===== src/rtl/mdr_unit.sv =====
// Memory data register: bus load, memory read/write handshake with ack timeout,
// and a registered output that drives the bus only when oe is set.
module mdr_unit #(
  parameter int DW      = 18,
  parameter int TIMEOUT = 15
) (
  input  logic          clk,
  input  logic          rst,
  input  logic          ld_bus,
  input  logic [DW-1:0] bus_in,
  input  logic          rd_req,
  input  logic          wr_req,
  input  logic          oe,
  input  logic [DW-1:0] mem_rdata,
  input  logic          mem_ack,
  output logic          mem_req,
  output logic          mem_we,
  output logic [DW-1:0] mem_wdata,
  output logic [DW-1:0] mdr_out,
  output logic          mdr_oe,
  output logic [DW-1:0] mdr_q,
  output logic          busy,
  output logic          done,
  output logic          err
);

  // state | meaning
  // IDLE  | no transaction; accepts rd_req > wr_req > ld_bus
  // RD    | memory read outstanding; register loads on ack
  // WR    | memory write outstanding; register is held
  typedef enum logic [1:0] {
    IDLE = 2'd0,
    RD   = 2'd1,
    WR   = 2'd2
  } state_t;

  localparam logic [7:0] CNT_LAST = 8'(TIMEOUT - 1);

  state_t        state;
  logic [7:0]    cnt;
  logic [DW-1:0] mdr_reg;

  assign mdr_q     = mdr_reg;
  assign mem_wdata = mdr_reg;

  always_ff @(posedge clk) begin
    if (rst) begin
      state   <= IDLE;
      cnt     <= 8'd0;
      mdr_reg <= '0;
      mem_req <= 1'b0;
      mem_we  <= 1'b0;
      busy    <= 1'b0;
      done    <= 1'b0;
      err     <= 1'b0;
    end else begin
      done <= 1'b0;
      err  <= 1'b0;
      case (state)
        IDLE: begin
          if (rd_req) begin
            state   <= RD;
            mem_req <= 1'b1;
            mem_we  <= 1'b0;
            busy    <= 1'b1;
            cnt     <= 8'd0;
          end else if (wr_req) begin
            state   <= WR;
            mem_req <= 1'b1;
            mem_we  <= 1'b1;
            busy    <= 1'b1;
            cnt     <= 8'd0;
          end else if (ld_bus) begin
            mdr_reg <= bus_in;
          end
        end
        RD, WR: begin
          if (mem_ack) begin
            if (state == RD) mdr_reg <= mem_rdata;
            state   <= IDLE;
            mem_req <= 1'b0;
            busy    <= 1'b0;
            done    <= 1'b1;
          end else if (cnt == CNT_LAST) begin
            // Ack wins over timeout on the same edge since it is tested first.
            state   <= IDLE;
            mem_req <= 1'b0;
            busy    <= 1'b0;
            err     <= 1'b1;
          end else begin
            cnt <= cnt + 8'd1;
          end
        end
        default: begin
          state   <= IDLE;
          mem_req <= 1'b0;
          busy    <= 1'b0;
        end
      endcase
    end
  end

  // Output path runs every cycle regardless of state; reset forces it quiet.
  always_ff @(posedge clk) begin
    if (rst) begin
      mdr_out <= '0;
      mdr_oe  <= 1'b0;
    end else begin
      mdr_out <= oe ? mdr_reg : '0;
      mdr_oe  <= oe;
    end
  end

endmodule


===== config.mk =====
export PLATFORM = sky130hd
export DESIGN_NAME = mdr_unit
export DESIGN_NICKNAME = d
export VERILOG_FILES = /design/src/rtl/mdr_unit.sv
export SDC_FILE = /design/constraint.sdc
export NUM_CORES = 1
export LEC_CHECK = 0
export ABC_AREA = 1
export BUFFER_PORTS_ARGS = -buffer_cell sky130_fd_sc_hd__clkbuf_2
export CORE_MARGIN = 3
export CORE_UTILIZATION = 50
export CTS_CLUSTER_DIAMETER = 30
export DETAILED_ROUTE_END_ITERATION = 10
export PLACE_DENSITY = 0.93
export SKIP_CTS_REPAIR_TIMING = 1
export SLEW_MARGIN = 20
export SYNTH_ARGS = -nofsm -noshare
export SYNTH_HDL_FRONTEND = slang
export SYNTH_SLANG_ARGS = --single-unit

===== constraint.sdc =====
create_clock -name clk -period 2.4 [get_ports clk]
set_input_delay 0.48 -clock clk [delete_from_list [all_inputs] [get_ports clk]]
set_output_delay 0.48 -clock clk [all_outputs]
set_load 0.05 [all_outputs]

## Yosys cells after proc, flatten, opt, wreduce, memory -nomap -nowiden

Cells that the tools add are included.

| storage, ports and cells | value |
|---|---|
| bits in registers | 51 |
| input port bits | 43 |
| output and inout port bits | 60 |
| word-level logic and storage cells | 59 |

| operators by class | value |
|---|---|
| add/subtract/negate cells | 1 |
| equality and inequality tests | 12 |
| multiplexer cells | 24 |
| bitwise logic cells | 2 |
| reduce and logical (&&, ||, !) cells | 11 |

Operators with widths:

| kind | count |
|---|---|
| $mux 18 | 5 |
| $pmux 18 s2 | 1 |
| $mux 8 | 4 |
| $pmux 8 s2 | 1 |
| $ne 2x2->1 const B | 7 |
| $add 8x1->8 const B | 1 |
| $eq 8x4->1 const B | 1 |
| $mux 2 | 4 |
| $mux 1 | 7 |
| $ne 3x3->1 const B | 2 |
| $reduce_and 6->1 | 1 |
| $reduce_or 2->1 | 3 |
| $pmux 2 s2 | 1 |
| $reduce_and 2->1 | 2 |
| $reduce_and 4->1 | 1 |
| $reduce_bool 2->1 | 2 |
| $reduce_or 3->1 | 1 |
| $eq 2x1->1 const B | 1 |
| $eq 2x2->1 const B | 1 |
| $logic_not 2->1 | 1 |
| $not 1->1 | 2 |
| $pmux 1 s2 | 1 |

## Depth between registers and ports, before layout

Gate-level depths: netlist of the first run.

| depth | value |
|---|---|
| depth in word-level cells | 4 |
| depth in mapped cells | 10 |
| depth with buffers taken out | 10 |

## Worst setup path before layout of the first run

No wires, ideal clock.

| path | value |
|---|---|
| path type | reg2reg |
| start point | register state[0] |
| end point | register cnt[3] |
| library setup time | 0.109 ns |
| data arrival time | 1.447 ns |
| required time | 2.291 ns |
| setup slack | 0.845 ns |
| stages on the path, launching flop included | 10 |
| buffers on the path | 0 |
| clock period less this slack | 1.555 ns |
| cell sequence | dfxtp_1 > inv_1 > ha_1 > nand2_1 > a21boi_2 > nand3_2 > nand2_2 > nand2_1 > nand2_1 > inv_1 |

| between the ends | value |
|---|---|
| longest elaborated chain between the ends | 4 |
| elaborated cells on any way between the ends | 10 |
| classes of those cells | eq/ne: 5; mux: 1; reduce/logical: 4 |

Ends and longest elaborated chain:

| item | RTL line | text |
|---|---|---|
| start, declared | 39 | `state_t state;` |
| start signal, assigned | 48 | `state <= IDLE;` |
| start signal, assigned | 62 | `state <= RD;` |
| start signal, assigned | 68 | `state <= WR;` |
| $eq 2x1->1 / $eq 2x2->1 (equally long branches) | 59 | `case (state)` |
| $reduce_or 2->1 | 59 |  |
| $ne 2x2->1 (no source line) / $reduce_bool 2->1 (equally long branches) | - |  |
| $reduce_and 4->1 (no source line) | - |  |
| end signal, assigned | 91 | `cnt <= cnt + 8'd1;` |
| end, declared | 40 | `logic [7:0] cnt;` |

Several ways; a longest one is shown, not always the timed one.
A chain may end at the register's enable or synchronous reset.

## Worst setup path in the final report of the first run

Same ends and word-level chain as after synthesis.

==> results of run 1 <==
-- where the power goes --
part	total, mW	switching, mW	internal (mW)
clock	0.685	0.268	0.416
combinational	0.885	0.679	0.206
sequential	0.979	0.0540	0.925
total	2.55	1.00	1.55
-- worst min path at each step --
stage          startpoint  endpoint
2_1_floorplan    state[1]  state[1]
3_3_place_gp       mem_we    mem_we
3_5_place_dp       mem_we    mem_we
4_1_cts           mem_ack       err
5_1_grt           mem_ack       err
6_report          mem_ack       err
-- cells by family (layout without fill, tap and decap cells) --
family	count (synthesis)	count (layout)	synth area share, %
compound gates	53	53	12.06
fa+ha+maj	5	5	2.729
buf+inv	72	156	15.23
flops	51	51	44.54
simple gates	144	144	25.44
-- cells in the mapped netlist --
cell      number
nand3_2        3
a31oi_1        1
a21oi_1       27
ha_1           5
inv_2          1
o21ai_0       10
o21ai_2        1
dfxtp_1       51
nand2_1       97
nand2_2        1
a21boi_2       1
buf_2          6
inv_1         41
nor3_1         1
o21ai_1       13
nand3_1        8
nor2_1        30
buf_4         19
clkbuf_1       5
nand4_1        4
-- layer usage --
metal / vias up / track usage [%] / routed length [µm]
li1: 1152 / - / -
met1: 996 / 23.36 / 2223
met2: 109 / 39.27 / 2912
met3: 21 / 5.198 / 507
met4: 0 / 8.249 / 151
met5: - / 0 / 0
-- flip-flops by register name (all words and copies together) (netlist names) --
name / cells
cnt: 8
done: 1
mdr_q: 18
mem_we: 1
err: 1
mdr_out: 18
mdr_oe: 1
busy: 1
state: 2
-- placed cells by master (no fill, tap or decap), types with 4 or more instances in the layout --
master	n
nor2_1	30
clkbuf_2	102
ha_1	5
a21oi_1	27
inv_1	41
o21ai_1	13
clkbuf_8	5
nand4_1	4
nand2_1	97
buf_4	4
nand3_1	8
o21ai_0	10
dfxtp_1	51
-- through the flow --
stage               util [%]  instance area [µm²]  worst slack, ps  hold WS, ps  instances
finish                 67.51                 2836            366.0        398.3        459
global placement       64.35                 2704            531.4        456.4        451
global route           67.51                 2836            154.6        386.3        459
detailed placement     64.35                 2704            404.2        458.7        451
CTS                    67.51                 2836            395.1        391.9        459
floorplan                  -                 2292            844.5        456.3        325
-- worst max-delay path, stage by stage (launching register included) --
cell      delay (ps)
dfxtp_1          370
inv_1             70
ha_1             500
nand2_1          120
a21boi_2         290
nand3_2          250
nand2_2          170
nand2_1           70
nand2_1           60
inv_1             40
-- cell type report --
class	instances	share of cell area (%)
Clock buffer	6	2.558
Clock inverter	2	2.117
Inverter	42	5.558
Multi-Input combinational cell	202	32.51
Sequential cell	51	35.99
Tap cell	50	2.206
Timing Repair Buffer	106	19.06
==> impl_metrics.ini, run 1 <==
[cells_and_area]
ff_latch_area_um2 = 1021
fin_nets = 456
nFillCells = 342
drive_above_1_share_pct = 29.34
multi_input_area_um2 = 922.1
diodes = 0
synthToLayoutAreaGrowth_pct = 23.74

[worst_setup_path]
cp-startpoint = state[0]
r2r-end = cnt[3]
worstSetupEndpoint = cnt[3]
critPathArrivalTime_ps = 2240
critPathKind = reg2reg
path_max_fanout = 13
ff2ff_setup_slack_ps = 370
r2r-start = state[0]
crit_path_end_kind = flip-flop
startpoint_type = flip-flop
r2r_cells = 9
cp.required_ps = 2610

[logic_synthesis]
netlist_area_um2 = 2292
syn-num-nets = 373
yosys.area.top_type = dfxtp_1
syn_inst = 325
synth_area_per_cell_um2 = 7.053
yosysWarnings = 0
yosys-top-cells-area = dfxtp_1, nand2_1, inv_1
synth_top_area_share_pct = 44.54
seq_area_frac_synth_pct = 44.54
synth.distinct_cells = 20
ys_seq_elements = 51

[timing]
hold_viol_final = 0
rsz0062_at_grt = false
fin_skew_ps = 3.746
layout_min_cycle_time_ps = 2034
tightest_slew_ps = 676.5
period_share_pct = 84.75
fmax_mhz = 491.6
setup_viol = 0
report.final.slew_viol_count = 0
setup-tns-final_ps = 0
slew_headroom_pct = 54.79

[die]
num_rows = 23
io_pins = 103
fp.dieH_um = 73.71
die-width_um = 73.71
core-area_um2 = 4202
die-area_um2 = 5433
start_util_pct = 54.56

[global_routing]
overflow = 0
grt_use_total_pct = 21.39
antenna_found_initial = 0
grt_pass1_wl_um = 9018
grt_pass1_vias = 2072
grt_start_max_net_pins = 37

[route]
wirelength_um = 5794
drc = 0
postRouteAntennaNets = 0
dr.pass1.iters = 6
via_per_inst = 4.963
drt-initial-drc-count = 156
num_vias = 2278
routedWlPerCell_um = 12.62

[placed_design]
gp_congestion = 0.9251
portBuffers = 102
hpwl_um = 4242

[clocking]
cts-root-buf = clkbuf_8
worstSkewPairLatency_ps = 300
cts_max_level = 2
numClockSinks = 51
clock_path_buffers = 2
cts_tree = done
clk_pin_slew_ps = 90
cts_made_buffers = 5

[status]
status = complete, no violations

[hold_path]
hp-class = in2reg
min_path_cells = 2

[power_and_ir_drop]
p_per_area_nw_per_um2 = 898.4
p_total_mw = 2.548
power_leakage_nw = 1.510
ir_worst_vdd_uv = 492.3

[run]
cap_violations = 0
Power figures use the tool's default switching activity.
==> run 2: changes to the inputs <==
--- a/config.mk
+++ b/config.mk
@@ -8,10 +8,10 @@
 export ABC_AREA = 1
 export BUFFER_PORTS_ARGS = -buffer_cell sky130_fd_sc_hd__clkbuf_2
 export CORE_MARGIN = 3
-export CORE_UTILIZATION = 50
+export CORE_UTILIZATION = 42
 export CTS_CLUSTER_DIAMETER = 30
 export DETAILED_ROUTE_END_ITERATION = 10
-export PLACE_DENSITY = 0.93
+export PLACE_DENSITY = 0.84
 export SKIP_CTS_REPAIR_TIMING = 1
 export SLEW_MARGIN = 20
 export SYNTH_ARGS = -nofsm -noshare
==> constraint.sdc (replaced) <==
create_clock -name clk -period 1.85 [get_ports clk]
set_input_delay 0.37 -clock clk [delete_from_list [all_inputs] [get_ports clk]]
set_output_delay 0.37 -clock clk [all_outputs]
set_load 0.05 [all_outputs]
==> impl_metrics.ini, run 2 (synthesis results as in run 1) <==
[status]
status = complete, no violations

[global_routing]
grt_start_max_net_pins = 20
antenna_found_initial = 0
grt_use_total_pct = 17.57
overflow = 0
grt_pass1_vias = 2050
grt_pass1_wl_um = 8818

[timing]
setup-tns-final_ps = 0
hold_viol_final = 0
tightest_slew_ps = 417.6
report.final.slew_viol_count = 0
hold_ws_ps = 296.7
fin_skew_ps = 2.859
rsz0062_at_grt = false
slew_headroom_pct = 72.13
period_share_pct = 89.50
fmax_mhz = 604.0
setup_viol = 0
layout_min_cycle_time_ps = 1656

[worst_setup_path]
startpoint_type = flip-flop
critPathKind = reg2reg
path_max_fanout = 13
critPathArrivalTime_ps = 1850
ff2ff_setup_slack_ps = 190
crit_path_end_kind = flip-flop
cp.required_ps = 2040

[die]
fp.dieH_um = 79.88
die-width_um = 79.88
io_pins = 103
start_util_pct = 44.04
die-area_um2 = 6380
num_rows = 26
core-area_um2 = 5205

[route]
wirelength_met1_um = 2366
wirelength_um = 5486
routedWlPerCell_um = 11.31
drt-initial-drc-count = 125
via_per_inst = 4.637
wl_met2_um = 2589
dr.pass1.iters = 4
postRouteAntennaNets = 0
dr.max_layer_used = met4
met3WireLength_um = 438
num_vias = 2249
drc = 0

[power_and_ir_drop]
p_per_area_nw_per_um2 = 1112
share_comb_of_total_power_pct = 36.6
p_int_mw = 1.938
sw_frac_of_total_pct = 39.96
netSwitchingPower_mw = 1.290
power_leakage_nw = 1.535
p_clk_share_pct = 24.2
ir_worst_vdd_uv = 497.0
pwr-share-seq_pct = 39.2

[cells_and_area]
synthToLayoutAreaGrowth_pct = 26.69
final_cell_mix = clkbuf_2, nand2_1, dfxtp_1
final_area_um2 = 2904
fin_nets = 462
layout_commonest_cell = clkbuf_2
drive_above_1_share_pct = 30.84
instances_no_fill = 485
nFillCells = 500
diodes = 0

[placed_design]
portBuffers = 102
dp_cells = 477
gp_congestion = 0.8868
hpwl_um = 4330
placedInstanceArea_um2 = 2774

[clocking]
cts_made_buffers = 5
cts_max_level = 2
clock_path_buffers = 2
cts_tree = done
numClockSinks = 51
cts-root-buf = clkbuf_8
worstSkewPairLatency_ps = 300
clk_pin_slew_ps = 90

[hold_path]
hp-class = in2reg

[run]
cap_violations = 0
[run 2: cell types whose count changed in the layout (fill, tap and decap cells not counted), sizes merged]
| cell | delta |
|---|---|
| clkinv | +1 |
| buf | +6 |
| bufinv | -1 |
[run 2: path summary, 6_finish.rpt]
check	startpoint	end	cells after the start
setup reg to reg	state[1]	mdr_q[14]	8
hold reg to reg	mdr_q[9]	mdr_out[9]	2
setup / recovery	state[1]	mdr_q[14]	8
hold / removal	mem_ack	err	2
[run 2: cell type report]
cell class,count,area [µm²],share of cell area (%)
tap,70,87.58,3.016
multi-input combinational,202,934.6,32.18
inverter,42,157.7,5.429
sequential,51,1021,35.16
clock inverter,2,35.03,1.206
clock buffer,6,82.58,2.844
timing repair buffer,112,585.6,20.16
[run 2: power by group through the flow]
| stage | clock network [mW] | logic [mW] | registers [mW] |
|---|---|---|---|
| floorplan | 0 | 0.670 | 1.56 |
| global placement | 0 | 1.15 | 1.29 |
| detailed placement | 0 | 1.17 | 1.29 |
| CTS | 0.807 | 1.17 | 1.27 |
| global route | 0.855 | 1.28 | 1.28 |
| finish | 0.781 | 1.18 | 1.27 |
[run 2: metrics by stage]
stage | power (mW) | setup WS (ps) | utilization, %
after floorplan | 2.227 | 294.5 | -
after global placement | 2.437 | 176.4 | 53.29
after detailed placement | 2.464 | 72.83 | 53.29
after CTS | 3.249 | 33.66 | 55.55
after global routing | 3.415 | 46.20 | 55.79
final | 3.229 | 194.2 | 55.79
[run 2: layer usage]
layer | GRT usage, % | vias up
li1 | - | 1159
met1 | 20.75 | 992
met2 | 29.63 | 88
met3 | 4.402 | 10
met4 | 8.446 | 0
met5 | 0 | -
[run 2: critical path, cell delays in order, from the launching register on]
cell and delay, ps:
dfxtp_1 360, inv_1 90, ha_4 330, inv_2 50, o21ai_1 150, nand3_2 140
buf_4 210, o21ai_0 160, a21oi_1 50
==> run 3: changes to the inputs <==
==> constraint.sdc (replaced) <==
create_clock -name clk -period 1.85 [get_ports clk]
set_input_delay 0 -clock clk [delete_from_list [all_inputs] [get_ports clk]]
set_output_delay 0 -clock clk [all_outputs]
set_load 0.05 [all_outputs]
==> impl_metrics.ini, run 3 (synthesis results as in run 1) <==
[status]
status = complete, no violations

[worst_setup_path]
path_max_fanout = 9
critPathBufInv = 3
cp-startpoint = state[0]
crit_path_end_kind = flip-flop
startpoint_type = flip-flop
cp_slowest_cell = dfxtp_1
cp.required_ps = 2050
crit_chain = inv_1 > ha_1 > buf_4 > nand3_2 > nand3_2 > nand2_2 > nand2_1 > nand2_1 > inv_1
critPathKind = reg2reg
cp_slowest_stage_delay_ps = 360
critPathArrivalTime_ps = 1890
cpLargestDelayFamily = simple AND/OR/NAND/NOR gates
r2r-start = state[0]

[timing]
rsz0062_at_grt = false
hold_viol_final = 0
setup_viol = 0
setup_ws_ps = 164.4
period_share_pct = 91.11
layout_min_cycle_time_ps = 1686
setup-tns-final_ps = 0
report.final.slew_viol_count = 0
fin_skew_ps = 4.651
tightest_slew_ps = 488.7
fmax_mhz = 593.3
slew_headroom_pct = 67.38

[clocking]
worstSkewPairLatency_ps = 300
cts_made_buffers = 5
numClockSinks = 51
clock_path_buffers = 2
cts_max_level = 2
cts_tree = done
clk_pin_slew_ps = 90
cts-root-buf = clkbuf_8

[route]
num_vias = 2264
dr.pass1.iters = 4
via_per_inst = 4.678
wirelength_um = 5340
drc = 0
drt-initial-drc-count = 65
postRouteAntennaNets = 0
routedWlPerCell_um = 11.03

[power_and_ir_drop]
ir_worst_vdd_uv = 649.9
p_per_area_nw_per_um2 = 1109
p_total_mw = 3.212
power_leakage_nw = 1.530

[global_routing]
grt_pass1_vias = 1980
antenna_found_initial = 0
grt_pass1_wl_um = 8493
grt_use_total_pct = 16.68
grt_start_max_net_pins = 37
overflow = 0

[cells_and_area]
synthToLayoutAreaGrowth_pct = 26.31
fin_util_pct = 55.63
fin_nets = 461
layout_commonest_cell = clkbuf_2
drive_above_1_share_pct = 30.19
final_cell_mix = clkbuf_2, nand2_1, dfxtp_1
diodes = 0

[die]
num_rows = 26
io_pins = 103
start_util_pct = 44.04
die-width_um = 79.88
die-area_um2 = 6380
fp.dieH_um = 79.88
core-area_um2 = 5205

[placed_design]
hpwl_um = 4083
place_ws_ps = 153.3
gp_congestion = 0.8506
portBuffers = 102

[run]
cap_violations = 0

[hold_path]
hp-class = in2reg
min_from = rd_req
==> run 3: cell count changes in the layout (fill, tap and decap cells not counted), sizes merged <==
cell         before  now
dlygate4sd3       0    2
buf              10    7
==> run 3: layer usage <==
layer	part of all wire, %	vias up	wire length, µm	global-route usage (%)
met5	0	-	0	0
met4	1.7	0	89	6.250
met3	7.5	9	401	4.402
met2	49	86	2605	29.97
met1	42	1001	2243	18.75
li1	-	1168	-	-
==> run 3: area by class of cell <==
class	instances	area [µm²]
fill	486	2310
sequential	51	1021
multi-input combinational	202	924.6
timing repair buffer	111	586.8
inverter	42	157.7
tap	70	87.58
clock buffer	6	82.58
clock inverter	2	35.03
==> run 3: worst register-to-register path, cell delays in order, from the launching register on <==
cell	delay, ps
dfxtp_1	360
inv_1	70
ha_1	360
buf_4	200
nand3_2	110
nand3_2	180
nand2_2	150
nand2_1	70
nand2_1	50
inv_1	30
==> run 3: worst paths after layout <==
path | endpoint | slack (ps) | cells after the start
min | state[0] | 7 | 3
max reg2reg | cnt[7] | 160 | 9
min reg2reg | mdr_out[4] | 470 | 2
max | cnt[7] | 160 | 9
==> run 3: power by group <==
| part | total, mW | internal, mW | switching [mW] |
|---|---|---|---|
| clock | 0.792 | 0.438 | 0.355 |
| combinational | 1.15 | 0.282 | 0.871 |
| sequential | 1.27 | 1.20 | 0.0659 |
==> run 3: stage by stage <==
stage	hold slack [ps]	area [µm²]	cells
after floorplan	77.95	2292	325
after global placement	234.2	2751	474
after detailed placement	235.3	2751	474
after CTS	-96.70	2869	482
after global routing	10.88	2895	484
final	7.243	2895	484
